==> config.mk <==
export PLATFORM = sky130hd
export DESIGN_NAME = exc_arbiter
export DESIGN_NICKNAME = d
export VERILOG_FILES = /design/src/rtl/exc_arbiter.sv
export SDC_FILE = /design/constraint.sdc
export NUM_CORES = 1
export LEC_CHECK = 0
export BUFFER_PORTS_ARGS = -buffer_cell sky130_fd_sc_hd__buf_4
export CAP_MARGIN = 5
export CORE_UTILIZATION = 42
export DETAILED_ROUTE_END_ITERATION = 7
export HOLD_SLACK_MARGIN = 0.1
export PLACE_DENSITY_LB_ADDON = 0.12
export SLEW_MARGIN = 20
export SYNTH_ARGS = -nofsm -noshare
export SYNTH_HDL_FRONTEND = slang
export SYNTH_SLANG_ARGS = --single-unit
export TNS_END_PERCENT = 100
==> constraint.sdc <==
create_clock -name CLK -period 2.1 [get_ports CLK]
set_clock_uncertainty 0.1 [all_clocks]
set_input_delay 0.315 -clock CLK [delete_from_list [all_inputs] [get_ports CLK]]
set_output_delay 0.315 -clock CLK [all_outputs]
set_load 0.02 [all_outputs]
==> src/rtl/exc_arbiter.sv <==
// Exception arbiter: takes 4 level requests, hands one to the coprocessor, then grants it.
// Selection is fixed priority by default; define EXC_ARB_RR_EN for round-robin selection.
module exc_arbiter #(
  parameter int ADDR_W = 32,
  parameter int TMO    = 15
) (
  input  logic                CLK,
  input  logic                RST,
  input  logic [3:0]          REQ,
  input  logic [15:0]         REQ_CODE,
  input  logic [4*ADDR_W-1:0] REQ_EPC,
  input  logic [3:0]          REQ_BD,
  input  logic [ADDR_W-1:0]   IRQ_EPC,
  input  logic                IRQ_BD,
  input  logic                EXC_OCCUR,
  output logic                EXC_SET,
  output logic [3:0]          EXC_CODE,
  output logic [ADDR_W-1:0]   EXC_EPC,
  output logic                EXC_BD,
  output logic                EXC_ACK,
  output logic [3:0]          GNT,
  output logic                BUSY,
  output logic                TOERR
);

  typedef enum logic [2:0] {
    S_IDLE = 3'd0,
    S_SET  = 3'd1,
    S_WAIT = 3'd2,
    S_ACK  = 3'd3,
    S_HOLD = 3'd4
  } state_t;

  // Timeout fires on the WAIT cycle where the counter would reach TMO.
  localparam logic [3:0] TMO_LAST = 4'(TMO - 1);

  state_t     state;
  logic [3:0] cnt;
  logic [1:0] idx;
  logic       irq_flag;
  logic [1:0] sel_idx;
  logic       sel_vld;

  function automatic logic [2:0] pick_fixed(input logic [3:0] req);
    logic [2:0] r;
    r = 3'b000;
    if (req[0])      r = 3'b100;
    else if (req[1]) r = 3'b101;
    else if (req[2]) r = 3'b110;
    else if (req[3]) r = 3'b111;
    return r;
  endfunction

`ifdef EXC_ARB_RR_EN
  logic [1:0] rr_ptr;

  // Scan from farthest to nearest so the source closest to the pointer wins.
  function automatic logic [2:0] pick_rr(input logic [3:0] req, input logic [1:0] ptr);
    logic [2:0] r;
    logic [1:0] c;
    r = 3'b000;
    for (int k = 3; k >= 0; k--) begin
      c = ptr + 2'(k);
      if (req[c]) r = {1'b1, c};
    end
    return r;
  endfunction

  always_comb begin
    {sel_vld, sel_idx} = pick_rr(REQ, rr_ptr);
  end
`else
  always_comb begin
    {sel_vld, sel_idx} = pick_fixed(REQ);
  end
`endif

  assign BUSY = (state != S_IDLE);

  always_ff @(posedge CLK or posedge RST) begin
    if (RST) begin
      state    <= S_IDLE;
      cnt      <= 4'd0;
      idx      <= 2'd0;
      irq_flag <= 1'b0;
      EXC_SET  <= 1'b0;
      EXC_ACK  <= 1'b0;
      GNT      <= 4'b0000;
      TOERR    <= 1'b0;
      EXC_CODE <= 4'd0;
      EXC_EPC  <= '0;
      EXC_BD   <= 1'b0;
`ifdef EXC_ARB_RR_EN
      rr_ptr   <= 2'd0;
`endif
    end else begin
      EXC_SET <= 1'b0;
      EXC_ACK <= 1'b0;
      GNT     <= 4'b0000;
      TOERR   <= 1'b0;
      case (state)
        S_IDLE: begin
          // A coprocessor-raised interrupt bypasses SET/WAIT and is acked directly.
          if (EXC_OCCUR) begin
            irq_flag <= 1'b1;
            EXC_CODE <= 4'd0;
            EXC_EPC  <= IRQ_EPC;
            EXC_BD   <= IRQ_BD;
            EXC_ACK  <= 1'b1;
            state    <= S_ACK;
          end else if (sel_vld) begin
            irq_flag <= 1'b0;
            idx      <= sel_idx;
            EXC_CODE <= REQ_CODE[{sel_idx, 2'b00} +: 4];
            EXC_EPC  <= REQ_EPC[ADDR_W*sel_idx +: ADDR_W];
            EXC_BD   <= REQ_BD[sel_idx];
            EXC_SET  <= 1'b1;
            state    <= S_SET;
          end
        end
        S_SET: begin
          cnt   <= 4'd0;
          state <= S_WAIT;
        end
        S_WAIT: begin
          if (EXC_OCCUR) begin
            EXC_ACK <= 1'b1;
            GNT     <= irq_flag ? 4'b0000 : (4'b0001 << idx);
`ifdef EXC_ARB_RR_EN
            if (!irq_flag) rr_ptr <= idx + 2'd1;
`endif
            state   <= S_ACK;
          end else if (cnt == TMO_LAST) begin
            TOERR <= 1'b1;
            state <= S_IDLE;
          end else begin
            cnt <= cnt + 4'd1;
          end
        end
        S_ACK:   state <= S_HOLD;
        S_HOLD:  state <= S_IDLE;
        default: state <= S_IDLE;
      endcase
    end
  end

endmodule

; After elaboration in Yosys (flattened, before gate mapping)
; Cells that the tools add are included.
[classes]
add_sub_neg = 1
n_lt_le_gt_ge = 1
eq_ne = 8
shifts = 3
n_mux = 33
bitwise = 1
reduce_logical = 9
[ops]
columns = cell, n
row1 = variable part select 128 x 8 -> 32 bit, 1
row2 = two-way mux 32 bit, 2
row3 = two-way mux 4 bit, 7
row4 = two-way mux 3 bit, 8
row5 = variable part select 16 x 5 -> 4 bit, 1
row6 = two-way mux 1 bit, 13
row7 = one-hot mux 3 bit (4 select lines), 1
row8 = one-hot mux 4 bit (2 select lines), 1
row9 = "equality test 3 x 2 -> 1 bit, second input constant", 2
row10 = "!= test 3 bit, second input constant", 2
row11 = AND reduction 3 bit, 2
row12 = "adder 4 x 1 -> 4 bit, second input constant", 1
row13 = "equality test 4 bit, second input constant", 1
row14 = "!= test 2 bit, second input constant", 2
row15 = AND reduction 2 bit, 2
row16 = nonzero test 2 bit, 2
row17 = "<< shifter 1 x 2 -> 4 bit, first input constant", 1
row18 = "equality test 3 x 1 -> 1 bit, second input constant", 1
row19 = logical NOT 3 bit, 1
row20 = "less-than comparator 2 x 3 -> 1 bit, second input constant", 1
row21 = nonzero test 3 bit, 1
row22 = binary-select mux 1 bit (select 2 bit), 1
row23 = OR reduction 2 bit, 1
row24 = NOT 1 bit, 1
[word_totals]
reg_bits = 54
in_bits = 188
word_cells = 67

; Longest topological paths before layout
[logic_depth]
word_depth = 8
depth_mapped = 7

; Least setup slack after synthesis
; Ideal clock, no wire load.
[synth_path]
path_type = register -> register
startpoint = reg state[0]
endpoint = reg idx[0]
setup_time_ns = 0.125
arrival_time_ns = 1.556
required_ns = 1.875
setup_slack_ns = 0.320
stages_incl_launch_ff = 5
period_less_slack_ns = 1.780
cell_sequence = dfrtp_1 nor3_4 inv_2 a211oi_4 mux2_2
[synth_via]
elab_chain_cells = 2
[synth_lines]
columns = element, line
row1 = "start, declared", 37  ; state_t state;
row2 = "start signal, assigned", 82  ; state <= S_IDLE;
row3 = "start signal, assigned", 110  ; state <= S_ACK;
row4 = "start signal, assigned", 118  ; state <= S_SET;
row5 = logical NOT 3 bit, 101  ; case (state)
row6 = AND reduction 3 bit (no source line), n/a
row7 = "end signal, assigned", 113  ; idx <= sel_idx;
row8 = "end, declared", 39  ; logic [1:0] idx;
; Every way passes these cells.
; A chain may end at the register's enable or synchronous reset.

; Worst setup path in the final report
[layout_path]
startpoint = reg state[1]
endpoint = reg idx[1]
; Same word-level chain as after synthesis.

==> impl_summary.log <==
INFO  metric number_of_maximum_capacitance_violations = 0
INFO  metric grt.total_usage = 0.2930
INFO  metric synth.ff_latch_count = 54
INFO  metric report.final.setup_viol = 0
INFO  metric net_count_after_synthesis = 573
INFO  metric crit_path_start_kind = register
INFO  metric placement.io_buffers = 232
INFO  metric fin_worst_hold_slack = 0.1536 ns
INFO  metric place_hpwl = 9131 um
INFO  metric dieHeight = 91.24 um
INFO  metric worst_setup_path_class = reg2reg
INFO  metric route.detailed.vias_per_inst = 5.492
INFO  metric grt_overflow = 0
INFO  metric critical_path.max_fanout = 8
INFO  metric total_power = 5435 uW
INFO  metric r2r_cells = 4
INFO  metric die_width = 91.24 um
INFO  metric totalNegativeSetupSlack = 0 ns
INFO  metric cts-htree-levels = 2
INFO  metric power.static_leakage = 0.002610 uW
INFO  metric core-area = 7727 sq um
INFO  metric synth_enable_flop_cells = 0
INFO  metric finalMaxSlewViolations = 0
INFO  metric flow.area_growth_from_synthesis = 59.37%
INFO  metric first_global_vias = 3979
INFO  metric rsz_0062_raised_after_global_routing = no
INFO  metric setup.worst_path.start = state[1]
INFO  metric avgRoutedWirePerCell = 17.16 um
INFO  metric effective_utilization_at_floorplan = 0.4328
INFO  metric clk_path_buf_depth = 2
INFO  metric clock.fmax = 551.9 MHz
INFO  metric fin_crit_sh = 0.8628
INFO  metric maximum_vdd_drop = 0.5537 mV
INFO  metric worst_ep_required_time = 2.20 ns
INFO  metric pre_cts_ws = 0.1395 ns
INFO  metric synth_cell_types = 44
INFO  metric ys_top_cells_by_area = dfrtp_1 40%, a21oi_1 15%, o22a_1 8.4%, o221ai_1 8.1%, nor2_1 4.3%
INFO  metric maximum_number_of_pins_on_one_net_before_global_route_repair = 55
INFO  metric clk_root_buffer_cell = clkbuf_8
INFO  metric hold_viol = 0
INFO  metric number_of_resized_instances_in_the_post_cts_repair_step = 0
INFO  metric count_of_yosys_warnings_during_synthesis = 0
INFO  metric relSlewSlack = 0.7042
INFO  metric async_flop_share = 1.000
INFO  metric timing.reg2reg.setup_slack = 0.29 ns
INFO  metric insertion_delay = 0.30 ns
INFO  metric crit_path_end_kind = register
INFO  metric synth_area = 3344 sq um
INFO  metric max_slew.worst_pin.slew = 0.4437 ns
INFO  metric worst_slack = 0.2881 ns
INFO  metric min_path_type = in2reg
INFO  metric num-nets-final = 799
INFO  metric reg2reg_from = state[1]
INFO  metric num_vias = 3910
INFO  metric status = finished, final reports clean
INFO  metric syn-instance-count = 383
INFO  metric synthesis.area_per_instance = 8.732 sq um
INFO  metric final_antenna_net_count = 0
INFO  metric total_wirelength_of_the_detailed_routed_design = 12220 um
INFO  metric synthDominantAreaCellType = dfrtp_1
INFO  metric top_level_ports = 233
INFO  metric die_area = 8324 sq um
INFO  metric power_density = 1020 nW/um^2
INFO  metric detail_route.first_pass.iterations = 4
INFO  metric crit-reg2reg-capture = idx[1]
INFO  metric grt_antenna_before_repair = 0
INFO  metric ys.flop_type = dfrtp_1
INFO  metric place.gp.congestion = 0.8483
INFO  metric netlist.area_leader.share = 0.4040
INFO  metric diode_count = 0
INFO  metric cts_tree = built
INFO  metric critical_path_arrival = 1.91 ns
INFO  metric fraction_of_layout_cells_with_a_size_suffix_above_1 = 0.4475
INFO  metric clk_transition_reported_paths = 0.10 ns
INFO  metric clock_sinks = 54
INFO  metric cts_inserted_buffers = 5
INFO  metric drt_drc_violations_left = 0
INFO  metric final_period_minus_worst_setup_slack = 1.812 ns
INFO  metric drt_iter0_drc = 160
INFO  metric floorplan.rows = 32
INFO  metric grt_pass1_wl = 19330 um
INFO  metric sequential_to_total_area_share_from_yosys_stat = 0.4040
INFO  metric crit_end = idx[1]
## cells by family after synthesis
family | Yosys count | share of synthesized area
mux | 5 | 0.02693
fa+ha+maj | 2 | 0.007481
compound gates | 181 | 0.3621
xor+xnor | 2 | 0.005239
flops | 54 | 0.4040
buf+inv | 71 | 0.09016
simple gates | 68 | 0.1040
## routing by layer
layer	GRT usage	share of wire
met1	0.3485	0.40
met2	0.5158	0.51
met5	0	0
met4	0.1204	0.029
met3	0.05779	0.057
## worst min path at each step
stage,startpoint,end,slack (ns),cells past startpoint
2_1_floorplan,idx[0],GNT[2],0.34,1
3_3_place_gp,RST,EXC_SET,0.29,3
3_5_place_dp,RST,EXC_CODE[0],0.30,3
4_1_cts,IRQ_EPC[2],EXC_EPC[2],0.15,3
5_1_grt,IRQ_EPC[2],EXC_EPC[2],0.17,3
6_report,IRQ_EPC[2],EXC_EPC[2],0.15,3
## layout make-up
cell class / instances / area, sq um
fill: 618 / 2397
timing repair buffer: 251 / 1912
multi-input combinational: 258 / 1698
sequential: 54 / 1351
inverter: 39 / 146.4
tap: 102 / 127.6
clock buffer: 6 / 82.58
clock inverter: 2 / 12.51
## sequential cells by signal, summed over array words and instances, names as in the netlist, 2 cells and up
register and count:
state 3, EXC_CODE 4, cnt 4, idx 2, EXC_EPC 32, GNT 4
## synthesized netlist by cell type, types with 2 or more instances
cell type	n
dfrtp_1	54
and3_1	2
nor2_1	38
o21ai_1	2
buf_6	3
o22ai_1	3
buf_2	7
nor3_1	2
ha_1	2
clkbuf_1	19
a21oi_1	97
o21ai_0	4
nand2b_1	2
nand3_1	5
o22a_1	32
mux4_2	3
nand2_1	5
a22o_1	3
o221ai_1	31
a22oi_1	2
o31a_1	2
inv_1	37
buf_1	2
mux2_2	2
xor2_1	2
or3_1	3
nor3b_1	2
## worst max-delay path, stage by stage (launching register included)
cell      delay (ns)
dfrtp_1         0.50
nor3_4          0.33
inv_2           0.09
a211oi_4        0.31
mux2_2          0.38
## cell usage in the layout, fill, tap and decap left out, types with 4 or more instances in the layout
cell,Yosys,layout
buf_4,1,248
a21oi_1,97,96
o21ai_0,4,4
nand2_1,5,5
inv_1,37,36
clkbuf_8,0,6
o221ai_1,31,31
nand3_1,5,5
nor2_1,38,38
o22a_1,32,32
dfrtp_1,54,54
## power by group
part           internal, uW  switching, uW
Sequential             1490            323
Clock                   266            354
Combinational          1360           1640
## what timing repair did
action | 4_1_cts | 5_1_grt
setup endpoints to repair | 0 | 0
hold buffers | 1 | 0
endpoints found under the hold margin | 54 | 0
buffers inserted | 0 | 0
## metrics by stage
stage / utilization / std cells / instance area, sq um
2_1_floorplan: - / 383 / 3344
3_3_place_gp: 0.6762 / 703 / 5225
3_5_place_dp: 0.6762 / 703 / 5225
4_1_cts: 0.6898 / 712 / 5330
5_1_grt: 0.6898 / 712 / 5330
6_report: 0.6898 / 712 / 5330
Note: power is estimated with default switching activity, not from simulation.
